## src/rtl/debounce_multi_pkg.sv

```systemverilog
// Shared constants and types for the multi-channel button conditioner.
// Defaults target a 12 MHz clock with a 10 ms debounce window and a 1 s long press.
package debounce_multi_pkg;

  localparam int CLK_FREQ_HZ        = 12_000_000;
  localparam int DEBOUNCE_RATE_HZ   = 100;
  localparam int DEF_CLK_ITER_MAX   = CLK_FREQ_HZ / DEBOUNCE_RATE_HZ - 1;
  localparam int DEF_CLK_ITER_WIDTH = 17;
  localparam int DEF_LONG_TICKS     = 100;

  // Registered per-channel outputs, grouped so the top can fan them out by field.
  typedef struct packed {
    logic level;
    logic rise;
    logic fall;
    logic long_press;
  } btn_evt_t;

endpackage

```

## src/rtl/debounce_ch.sv

```systemverilog
// One button channel: 2-flop synchroniser, stability counter, debounced level,
// press/release pulses and a long-press counter advanced by the shared tick.
module debounce_ch
  import debounce_multi_pkg::*;
#(
  parameter int CLK_ITER_WIDTH = DEF_CLK_ITER_WIDTH,
  parameter int CLK_ITER_MAX   = DEF_CLK_ITER_MAX,
  parameter int LONG_TICKS     = DEF_LONG_TICKS,
  parameter int ACTIVE_LOW     = 0
) (
  input  logic     clk_i,
  input  logic     rst_i,
  input  logic     btn_i,
  input  logic     tick_i,
  output btn_evt_t evt_o
);

  localparam int HOLD_W = $clog2(LONG_TICKS + 1);
  localparam logic [CLK_ITER_WIDTH-1:0] ITER_MAX  = CLK_ITER_WIDTH'(CLK_ITER_MAX);
  localparam logic [HOLD_W-1:0]         LONG_MAX  = HOLD_W'(LONG_TICKS);
  localparam logic [HOLD_W-1:0]         LONG_LAST = HOLD_W'(LONG_TICKS - 1);

  logic                      pol;
  logic                      s;
  logic [1:0]                sync_q, sync_d;
  logic [CLK_ITER_WIDTH-1:0] cnt_q, cnt_d;
  logic [HOLD_W-1:0]         hold_q, hold_d;
  logic                      level_q, level_d;
  logic                      rise_q, rise_d;
  logic                      fall_q, fall_d;
  logic                      long_q, long_d;
  logic                      accept;

  assign pol = btn_i ^ (ACTIVE_LOW != 0);
  assign s   = sync_q[1];

  always_comb begin
    sync_d  = {sync_q[0], pol};
    cnt_d   = cnt_q;
    level_d = level_q;
    rise_d  = 1'b0;
    fall_d  = 1'b0;
    hold_d  = hold_q;
    long_d  = 1'b0;
    accept  = 1'b0;

    if (s == level_q) begin
      cnt_d = '0;
    end else if (cnt_q == ITER_MAX) begin
      accept  = 1'b1;
      level_d = s;
      cnt_d   = '0;
      rise_d  = s;
      fall_d  = ~s;
    end else begin
      cnt_d = cnt_q + CLK_ITER_WIDTH'(1);
    end

    // An accept while pressed is a release; it beats a long press landing on the same edge.
    if (!level_q || accept) begin
      hold_d = '0;
    end else if (tick_i && (hold_q < LONG_MAX)) begin
      hold_d = hold_q + HOLD_W'(1);
      long_d = (hold_q == LONG_LAST);
    end
  end

  always_ff @(posedge clk_i or posedge rst_i) begin
    if (rst_i) begin
      sync_q  <= '0;
      cnt_q   <= '0;
      hold_q  <= '0;
      level_q <= 1'b0;
      rise_q  <= 1'b0;
      fall_q  <= 1'b0;
      long_q  <= 1'b0;
    end else begin
      sync_q  <= sync_d;
      cnt_q   <= cnt_d;
      hold_q  <= hold_d;
      level_q <= level_d;
      rise_q  <= rise_d;
      fall_q  <= fall_d;
      long_q  <= long_d;
    end
  end

  assign evt_o = '{level: level_q, rise: rise_q, fall: fall_q, long_press: long_q};

endmodule

```

## src/rtl/debounce_multi.sv

```systemverilog
// Multi-channel button conditioner: a shared free-running period prescaler
// feeding NUM_CH independent debounce_ch instances.
module debounce_multi
  import debounce_multi_pkg::*;
#(
  parameter int NUM_CH         = 4,
  parameter int CLK_ITER_WIDTH = DEF_CLK_ITER_WIDTH,
  parameter int CLK_ITER_MAX   = DEF_CLK_ITER_MAX,
  parameter int LONG_TICKS     = DEF_LONG_TICKS,
  parameter int ACTIVE_LOW     = 0
) (
  input  logic              clk,
  input  logic              rstInput,
  input  logic [NUM_CH-1:0] btnInput,
  output logic [NUM_CH-1:0] btnLevel,
  output logic [NUM_CH-1:0] btnRise,
  output logic [NUM_CH-1:0] btnFall,
  output logic [NUM_CH-1:0] btnLong
);

  localparam logic [CLK_ITER_WIDTH-1:0] ITER_MAX = CLK_ITER_WIDTH'(CLK_ITER_MAX);

  logic [CLK_ITER_WIDTH-1:0] pre_q, pre_d;
  logic                      tick;
  btn_evt_t                  evt [NUM_CH];

  // Tick marks the cycle in which the prescaler wraps back to zero.
  assign tick  = (pre_q == ITER_MAX);
  assign pre_d = tick ? '0 : pre_q + CLK_ITER_WIDTH'(1);

  always_ff @(posedge clk or posedge rstInput) begin
    if (rstInput) begin
      pre_q <= '0;
    end else begin
      pre_q <= pre_d;
    end
  end

  for (genvar g = 0; g < NUM_CH; g++) begin : g_ch
    debounce_ch #(
      .CLK_ITER_WIDTH(CLK_ITER_WIDTH),
      .CLK_ITER_MAX  (CLK_ITER_MAX),
      .LONG_TICKS    (LONG_TICKS),
      .ACTIVE_LOW    (ACTIVE_LOW)
    ) u_ch (
      .clk_i (clk),
      .rst_i (rstInput),
      .btn_i (btnInput[g]),
      .tick_i(tick),
      .evt_o (evt[g])
    );

    assign btnLevel[g] = evt[g].level;
    assign btnRise[g]  = evt[g].rise;
    assign btnFall[g]  = evt[g].fall;
    assign btnLong[g]  = evt[g].long_press;
  end

endmodule

```

## config.mk

```make
export PLATFORM = sky130hd
export DESIGN_NAME = debounce_multi
export DESIGN_NICKNAME = d
export VERILOG_FILES = /design/src/rtl/debounce_multi_pkg.sv /design/src/rtl/debounce_ch.sv /design/src/rtl/debounce_multi.sv
export SDC_FILE = /design/constraint.sdc
export NUM_CORES = 1
export LEC_CHECK = 0
export CORE_UTILIZATION = 54
export DETAILED_ROUTE_END_ITERATION = 10
export GPL_ROUTABILITY_DRIVEN = 1
export HOLD_SLACK_MARGIN = 0.08
export PLACE_DENSITY = 0.84
export SLEW_MARGIN = 20
export SYNTH_ARGS = -nofsm -noshare
export SYNTH_HDL_FRONTEND = slang
export SYNTH_SLANG_ARGS = --single-unit
```

## constraint.sdc

```tcl
create_clock -name clk -period 10.2 [get_ports clk]
set_input_delay 1.02 -clock clk [delete_from_list [all_inputs] [get_ports clk]]
set_output_delay 1.02 -clock clk [all_outputs]
set_load 0.02 [all_outputs]
```

* Word-level counts from Yosys, hierarchy flattened *
Index checks and enable logic that the tools add are counted.

cells by class
  $add $sub $neg = 9
  multiply operators = 0
  divide/modulo/power cells = 0
  magnitude comparators = 4
  eq/ne operators = 13
  shift-type cells = 0
  muxes and demuxes = 49
  bitwise operators = 8
  reduce and logical (&&, ||, !) cells = 20

operators with widths
  cell                                           count
  2-to-1 mux 17 bit                              9
  adder 17 x 1 -> 17 bit, second input constant  5
  == test 17 bit, second input constant          5
  2-to-1 mux 7 bit                               8
  2-to-1 mux 1 bit                               32
  adder 7 x 1 -> 7 bit, second input constant    4
  == test 7 bit, second input constant           4
  < comparator 7 bit, second input constant      4
  inverter 1 bit                                 8
  AND reduction 2 bit                            4
  nonzero test 2 bit                             4
  == test 1 bit                                  4
  logical AND 1 bit                              4
  logical NOT 1 bit                              4
  logical OR 1 bit                               4

storage, ports and cells
  register bits = 137
  latch bits = 0
  memory bits (writable) = 0
  bits in read-only memories = 0
  word-level logic and storage cells = 132
  memories = 0

* Logic depth before layout (Yosys ltp) *
Gate-level depths: netlist of run 1.

  depth after elaboration = 5
  mapped depth = 7

* By module *
From an unflattened synthesis of run 1, not the netlist that was laid out.

unflattened totals
  cells, all modules = 633
  area total of the unflattened synthesis = 6671.4 sq um

modules (own cells, without submodules)
  module          times used  cells each  area each (sq um)  seq. area each (sq um)
  debounce_ch     4           139         1455.1             750.7
  debounce_multi  1           77          850.8              425.4

* Least setup slack after synthesis of run 1 *
OpenSTA, ideal clock, no wires.

  path kind = register to register
  start = register g_ch[1].u_ch.cnt_q[0]
  end = register g_ch[1].u_ch.cnt_q[10]
  library setup time = 0.121 ns
  data arrival time = 1.940 ns
  data required time = 10.079 ns
  setup slack = 8.139 ns
  cell stages (with the launch flop) = 7
  path buffers = 1
  clock period less this slack = 2.061 ns
  cell sequence = dfrtp_1 ha_1 nand4_1 or4_1 o21ai_1 buf_2 nor2_1

on the way
  cells in the longest elaborated chain, start to end = 3

RTL lines
  what                                                      line                                  text
  from (decl)                                               debounce_ch.sv:26                     logic [CLK_ITER_WIDTH-1:0] cnt_q, cnt_d;
  from (signal assigned)                                    debounce_ch.sv:79                     cnt_q <= cnt_d;
  adder 17 x 1 -> 17 bit or == test 17 bit (tied branches)  debounce_ch.sv:56, debounce_ch.sv:49
  2-to-1 mux 17 bit (*)                                     debounce_ch.sv:49                     end else if (cnt_q == ITER_MAX) begin
  2-to-1 mux 17 bit (*)                                     debounce_ch.sv:47                     if (s == level_q) begin
  net g_ch[1].u_ch.cnt_d[10]                                debounce_ch.sv:26

The timed path passes the listed nets; every way through them passes the cells marked *.
A chain may end at the register's enable or synchronous reset.

* Worst setup path in the final report of run 1 *
  start = register pre_q[6]
  end = register g_ch[0].u_ch.hold_q[5]

on the way
  cells in the longest elaborated chain, start to end = 3

RTL lines
  what                                 line                  text
  from (decl)                          debounce_multi.sv:23  logic [CLK_ITER_WIDTH-1:0] pre_q, pre_d;
  from (signal assigned)               debounce_multi.sv:35  pre_q <= pre_d;
  == test 17 bit                       debounce_multi.sv:28  assign tick = (pre_q == ITER_MAX);
  logical AND 1 bit                    debounce_ch.sv:62     end else if (tick_i && (hold_q < LONG_MAX)) begin
  nonzero test 2 bit (no source line)  -
  to (signal assigned)                 debounce_ch.sv:80     hold_q <= hold_d;
  to (decl)                            debounce_ch.sv:27     logic [HOLD_W-1:0] hold_q, hold_d;

No other way between the ends.

==> results.ini, run 1 <==
[sta]
setup_viol = 0
setup_tns_ns = 0
fin_crit_sh_pct = 26.5
grt_setup_unrepaired = no
fmax_mhz = 370
worst_slack_ns = 7.50
slew_headroom_pct = 34.4
worst_pin_slew_ns = 0.972
hold_viol_final = 0
drv_slew = 0
finalCriticalPeriod_ns = 2.70
finalClockSkew_ns = 0.00681
holdWs_ns = 0.356

[clock_network]
numCtsBuffers = 17
cts_root_buffer = clkbuf_16
ctsHtreeMaxLevel = 4
clk_pin_slew_worst_paths_ns = 0.06
cts_tree = built
cts_setup_buffers = 0
cts_hold_buf = 0
clock_path_buffers = 2
worstSkewPairLatency_ns = 0.42
cts_resized = 0
clock-sinks = 137

[worst_setup_path]
crit_family = simple AND/OR/NAND/NOR gates
cp-end-kind = flop
cp.arrival_ns = 3.04
max_stage_delay_ns = 1.07
crit_path_max_fanout = 46
crit_type = flop to flop
cp_data_required_time_ns = 10.54
worst_setup_path_start_kind = flop
crit_slowest_cell = or4_2
critPathBufInv = 0
rr_worst_depth = 4
crit_cells = 4
worstPathCellList = nand4bb_1, or4_2, or4_1, a21oi_1

[min_path]
hold_path.class = flop to flop
hold_depth = 0

[cells_and_area]
final_common_cell = dfrtp_1
fill_cells = 886
utilization_pct = 64.1
nets = 676
syn2layout_area_growth_pct = 13.8
antennaDiodeCount = 0
final_cell_mix = dfrtp_1, nor2_1, nand2_1
drive_above_1_share_pct = 8.16

[floorplan]
ios = 22
core-area_um2 = 11600
die_h_um = 112
start_util_pct = 56.4
row_count = 39
fp.dieW_um = 112
dieArea_um2 = 12600

[synthesis]
synth-warning-count = 0
syn_avg_cell_area_um2 = 10.1
syn_nets = 663
ys.flop_type = dfrtp_1
async_reset_ff_share_pct = 100
syn_area_um2 = 6550
synth_seq_cells = 137
synth_edf_count = 0
syn_inst = 648
seq_area_frac_synth_pct = 52.4
synth_cell_types = 42

[detailed_routing]
drt-met1-wl_um = 5700
firstDrtPassIters = 10
via_count = 4992
wl_um = 13000
vias_per_cell = 6.11
drt-initial-drc-count = 446
wl_per_cell_um = 15.9
drc = 1
wl_met2_um = 6460
wl_met3_um = 512
ant_nets = 0
highest_layer = met4

[placed_design]
gp_congestion = 0.824
post-place-ws_ns = 7.11
dp_hpwl_um = 8190
io_buffers = 21

[global_route]
grt_max_degree = 82
grt_pass1_vias = 5026
antenna_found_initial = 0
grt_pass1_wl_um = 22300
grt_overflow = 0
grt_usage_pct = 22.4

[power]
ir_drop_v = 0.000132
power_mw = 1.23
powerDensity_nw_per_um2 = 166
p_leak_nw = 2.97

[job]
cap_violations = 0

[outcome]
failed_checks = DRC
status = finished with violations

[synth_stat cells (all sizes together) (5+ instances only)]
cell      n  area (um^2)
and3     10         62.6
nor3     11         55.1
xnor2    24          210
nor3b    10         75.1
or4      11         82.6
and4     13          114
or3      25          156
buf      19          135
o31ai    11         87.6
clkbuf   10         40.0
ha        9          113
a21oi    40          200
nor4     12         75.1
xor2     37          324
inv       9         33.8
nor4b     5         43.8
nand3    36          180
nand4    36          225
dfrtp   137         3430
nor2     69          259
or2       5         31.3
nand2    44          165
o21ai    32          160
and2      5         31.3
[flip-flops by register name, indices dropped and copies added (netlist names)]
signal             count
g_ch.u_ch.fall_q       4
pre_q                 17
g_ch.u_ch.rise_q       4
g_ch.u_ch.hold_q      28
g_ch.u_ch.cnt_q       68
g_ch.u_ch.long_q       4
g_ch.u_ch.level_q      4
g_ch.u_ch.sync_q       8
[worst reg2reg max path, delay by kind of cell (launching register included)]
family,cells,cell delay (ns)
AND/OR/NAND/NOR,3,2.01
AO/OA/AOI/OAI,1,0.18
flip-flops,1,0.43
[cell type report]
type                            count  area, um^2  area share (%)
Multi-Input combinational cell    473        2940            39.4
Inverter                            9        36.3           0.487
Clock buffer                       21         470            6.32
Timing Repair Buffer               23         229            3.07
Sequential cell                   137        3430            46.0
Tap cell                          143         179            2.40
Clock inverter                     11         168            2.25
[cell families after synthesis]
group / after synthesis / synth area share, %
AO/OA/AOI/OAI: 96 / 8.58
XOR/XNOR: 61 / 8.16
adder cells (fa/ha/maj): 9 / 1.72
buffers and inverters: 38 / 3.19
flip-flops: 137 / 52.4
multiplexers: 5 / 0.841
AND/OR/NAND/NOR: 302 / 25.1
[path summary, 6_finish.rpt]
check,slack (ns),to,start
worst max-delay path,7.50,g_ch[0].u_ch.hold_q[5],pre_q[6]
worst min-delay path,0.36,g_ch[3].u_ch.sync_q[1],g_ch[3].u_ch.sync_q[0]
worst max register to register,7.50,g_ch[0].u_ch.hold_q[5],pre_q[6]
worst min register to register,0.36,g_ch[3].u_ch.sync_q[1],g_ch[3].u_ch.sync_q[0]
max in group asynchronous,7.97,g_ch[0].u_ch.cnt_q[10],rstInput
min in group asynchronous,1.07,g_ch[1].u_ch.cnt_q[7],rstInput
[routing by layer]
layer | global-route usage [%] | vias up
met1 | 27.0 | 2454
met5 | 0 | -
li1 | - | 2382
met2 | 37.3 | 121
met4 | 10.9 | 0
met3 | 5.99 | 35
[report_power, final]
group	leakage, nW	internal [mW]	switching [mW]
combinational	0.791	0.00663	0.0180
sequential	1.87	0.549	0.00601
clock	0.309	0.428	0.227
total	2.97	0.984	0.251
[per-stage QoR]
step           area [um^2]  instances
2_1_floorplan         6550        648
3_3_place_gp          6780        785
3_5_place_dp          6780        785
4_1_cts               7420        817
5_1_grt               7450        817
6_report              7450        817
No activity file was read; power rests on OpenSTA's default activity.
==> run 2, diff against run 1 <==
==> constraint.sdc (replaced) <==
create_clock -name clk -period 2.6 [get_ports clk]
set_input_delay 0.26 -clock clk [delete_from_list [all_inputs] [get_ports clk]]
set_output_delay 0.26 -clock clk [all_outputs]
set_load 0.02 [all_outputs]
==> results.ini, run 2 (same netlist as run 1, synthesis figures left out) <==
[outcome]
status = finished with violations
failed_checks = DRC

[sta]
worst_slack_ns = 0.312  ; -7.19 ns
setup_tns_ns = 0  ; unchanged
setup_viol = 0  ; unchanged
slew_headroom_pct = 41.9  ; +7.6 points
drv_slew = 0  ; unchanged
grt_setup_unrepaired = no
holdWs_ns = 0.273  ; -0.0832 ns
fmax_mhz = 437  ; +18%
worst_pin_slew_ns = 0.860  ; -0.112 ns
hold_viol_final = 0  ; unchanged
finalClockSkew_ns = 0.00695  ; +0.000143 ns
finalCriticalPeriod_ns = 2.29  ; -0.412 ns
fin_crit_sh_pct = 88.0  ; +62 points

[cells_and_area]
fill_cells = 891  ; +0.56%
final_cell_mix = dfrtp_1, nor2_1, nand2_1
seqCellArea_um2 = 3430  ; unchanged
antennaDiodeCount = 0  ; unchanged
drive_above_1_share_pct = 8.49  ; +0.33 points
nets = 685  ; +1.3%
reg_top3 = g_ch.u_ch.cnt_q: 68 flops, g_ch.u_ch.hold_q: 28 flops, pre_q: 17 flops
largest_register_ffs = 68  ; unchanged
multi_input_area_um2 = 2920  ; -0.77%
regMostFlops = g_ch.u_ch.cnt_q
syn2layout_area_growth_pct = 14.3
final_common_cell = dfrtp_1

[clock_network]
worstSkewPairLatency_ns = 0.42  ; about the same
ctsHtreeMaxLevel = 4  ; unchanged
cts_resized = 0  ; unchanged
clk_pin_slew_worst_paths_ns = 0.06  ; about the same
cts_root_buffer = clkbuf_16
cts_setup_buffers = 0  ; unchanged
cts_hold_buf = 0  ; unchanged
numCtsBuffers = 17  ; unchanged
clock-sinks = 137  ; unchanged
clock_path_buffers = 2  ; unchanged
cts_tree = built

[worst_setup_path]
crit_path_start = pre_q[6]
cp.arrival_ns = 2.63  ; -0.41 ns
regToRegStartpoint = pre_q[6]
worstPathCellList = nand4bb_1, or4_1, buf_4, or4_1, a21oi_1
crit_slowest_cell = or4_1
worst_setup_path_start_kind = flop
critPathBufInv = 1  ; +1
crit_path_max_fanout = 46  ; unchanged
max_stage_delay_ns = 0.54  ; -0.53 ns
ff2ff_setup_slack_ns = 0.31  ; -7.19 ns
crit_family = simple AND/OR/NAND/NOR gates
cp_data_required_time_ns = 2.94  ; -7.60 ns
cp-end-kind = flop
cp_common_cell = or4_1
crit_type = flop to flop

[power]
power_mw = 4.76  ; +290%
ir_drop_v = 0.000700  ; +430%
p_leak_nw = 2.99  ; +0.55%
powerDensity_nw_per_um2 = 636  ; +280%

[global_route]
grt_overflow = 0  ; unchanged
grt_pass1_vias = 4848  ; -3.5%
antenna_found_initial = 0  ; unchanged
grt_usage_pct = 22.1  ; -0.29 points
grt_max_degree = 116  ; +41%
grt_pass1_wl_um = 22300  ; -0.34%

[floorplan]
fp.dieW_um = 112  ; unchanged
ios = 22  ; unchanged
die_h_um = 112  ; unchanged
row_count = 39  ; unchanged
core-area_um2 = 11600  ; unchanged
start_util_pct = 56.4  ; unchanged
dieArea_um2 = 12600  ; unchanged

[job]
cap_violations = 0  ; unchanged

[detailed_routing]
wl_um = 12700  ; -2.1%
wl_per_cell_um = 15.4  ; -3.2%
firstDrtPassIters = 8  ; -2
ant_nets = 0  ; unchanged
via_count = 4980  ; -0.24%
drc = 2  ; +1
vias_per_cell = 6.03  ; -1.3%
drt-initial-drc-count = 286  ; -36%

[placed_design]
gp_congestion = 0.869  ; +5.4%
post-place-ws_ns = 0.320  ; -6.79 ns
dp_hpwl_um = 8070  ; -1.5%
io_buffers = 21  ; unchanged

[min_path]
hold_start = btnInput[2]
hold_path.class = input port to flop

[run 2: changes by cell type in the layout (fill, tap and decap cells not counted), moves of 2 or more]
cell	change
buf_4	+9
clkinvlp_4	+3
o21ai_1	+3
o21ai_2	-3
o31ai_1	+2
o31ai_2	-2
[run 2: cell type report]
| type | count | share of cell area (%) |
|---|---|---|
| Sequential cell | 137 | 45.8 |
| Clock inverter | 11 | 1.92 |
| Multi-Input combinational cell | 473 | 39.0 |
| Tap cell | 143 | 2.39 |
| Timing Repair Buffer | 32 | 4.08 |
| Inverter | 9 | 0.502 |
| Clock buffer | 21 | 6.29 |
[run 2: worst paths after layout]
kind                                           to  cells after the start
hold reg to reg            g_ch[3].u_ch.sync_q[1]                      0
setup reg to reg           g_ch[3].u_ch.hold_q[3]                      5
hold / removal             g_ch[2].u_ch.sync_q[0]                      1
max in group asynchronous    g_ch[0].u_ch.level_q                      3
setup / recovery           g_ch[3].u_ch.hold_q[3]                      5
min in group asynchronous  g_ch[1].u_ch.cnt_q[14]                      3
[run 2: per-layer routing]
metal	up-vias	track usage, %	share of wire, %
li1	2400	-	-
met1	2453	27.9	44
met2	102	36.4	50
met3	25	5.89	3.7
met4	0	8.98	1.7
met5	-	0	0
[run 2: power breakdown]
group / switching (mW) / internal (mW) / total [mW]
Combinational: 0.0698 / 0.0323 / 0.102
Sequential: 0.0231 / 2.15 / 2.18
Clock: 0.897 / 1.58 / 2.48
[run 2: per-stage QoR]
stage / util [%] / instances / instance area (um^2)
final: 64.4 / 826 / 7480
after global routing: 64.4 / 826 / 7480
after CTS: 64.4 / 826 / 7480
after detailed placement: 59.1 / 794 / 6870
after global placement: 59.1 / 794 / 6870
after floorplan: - / 648 / 6550
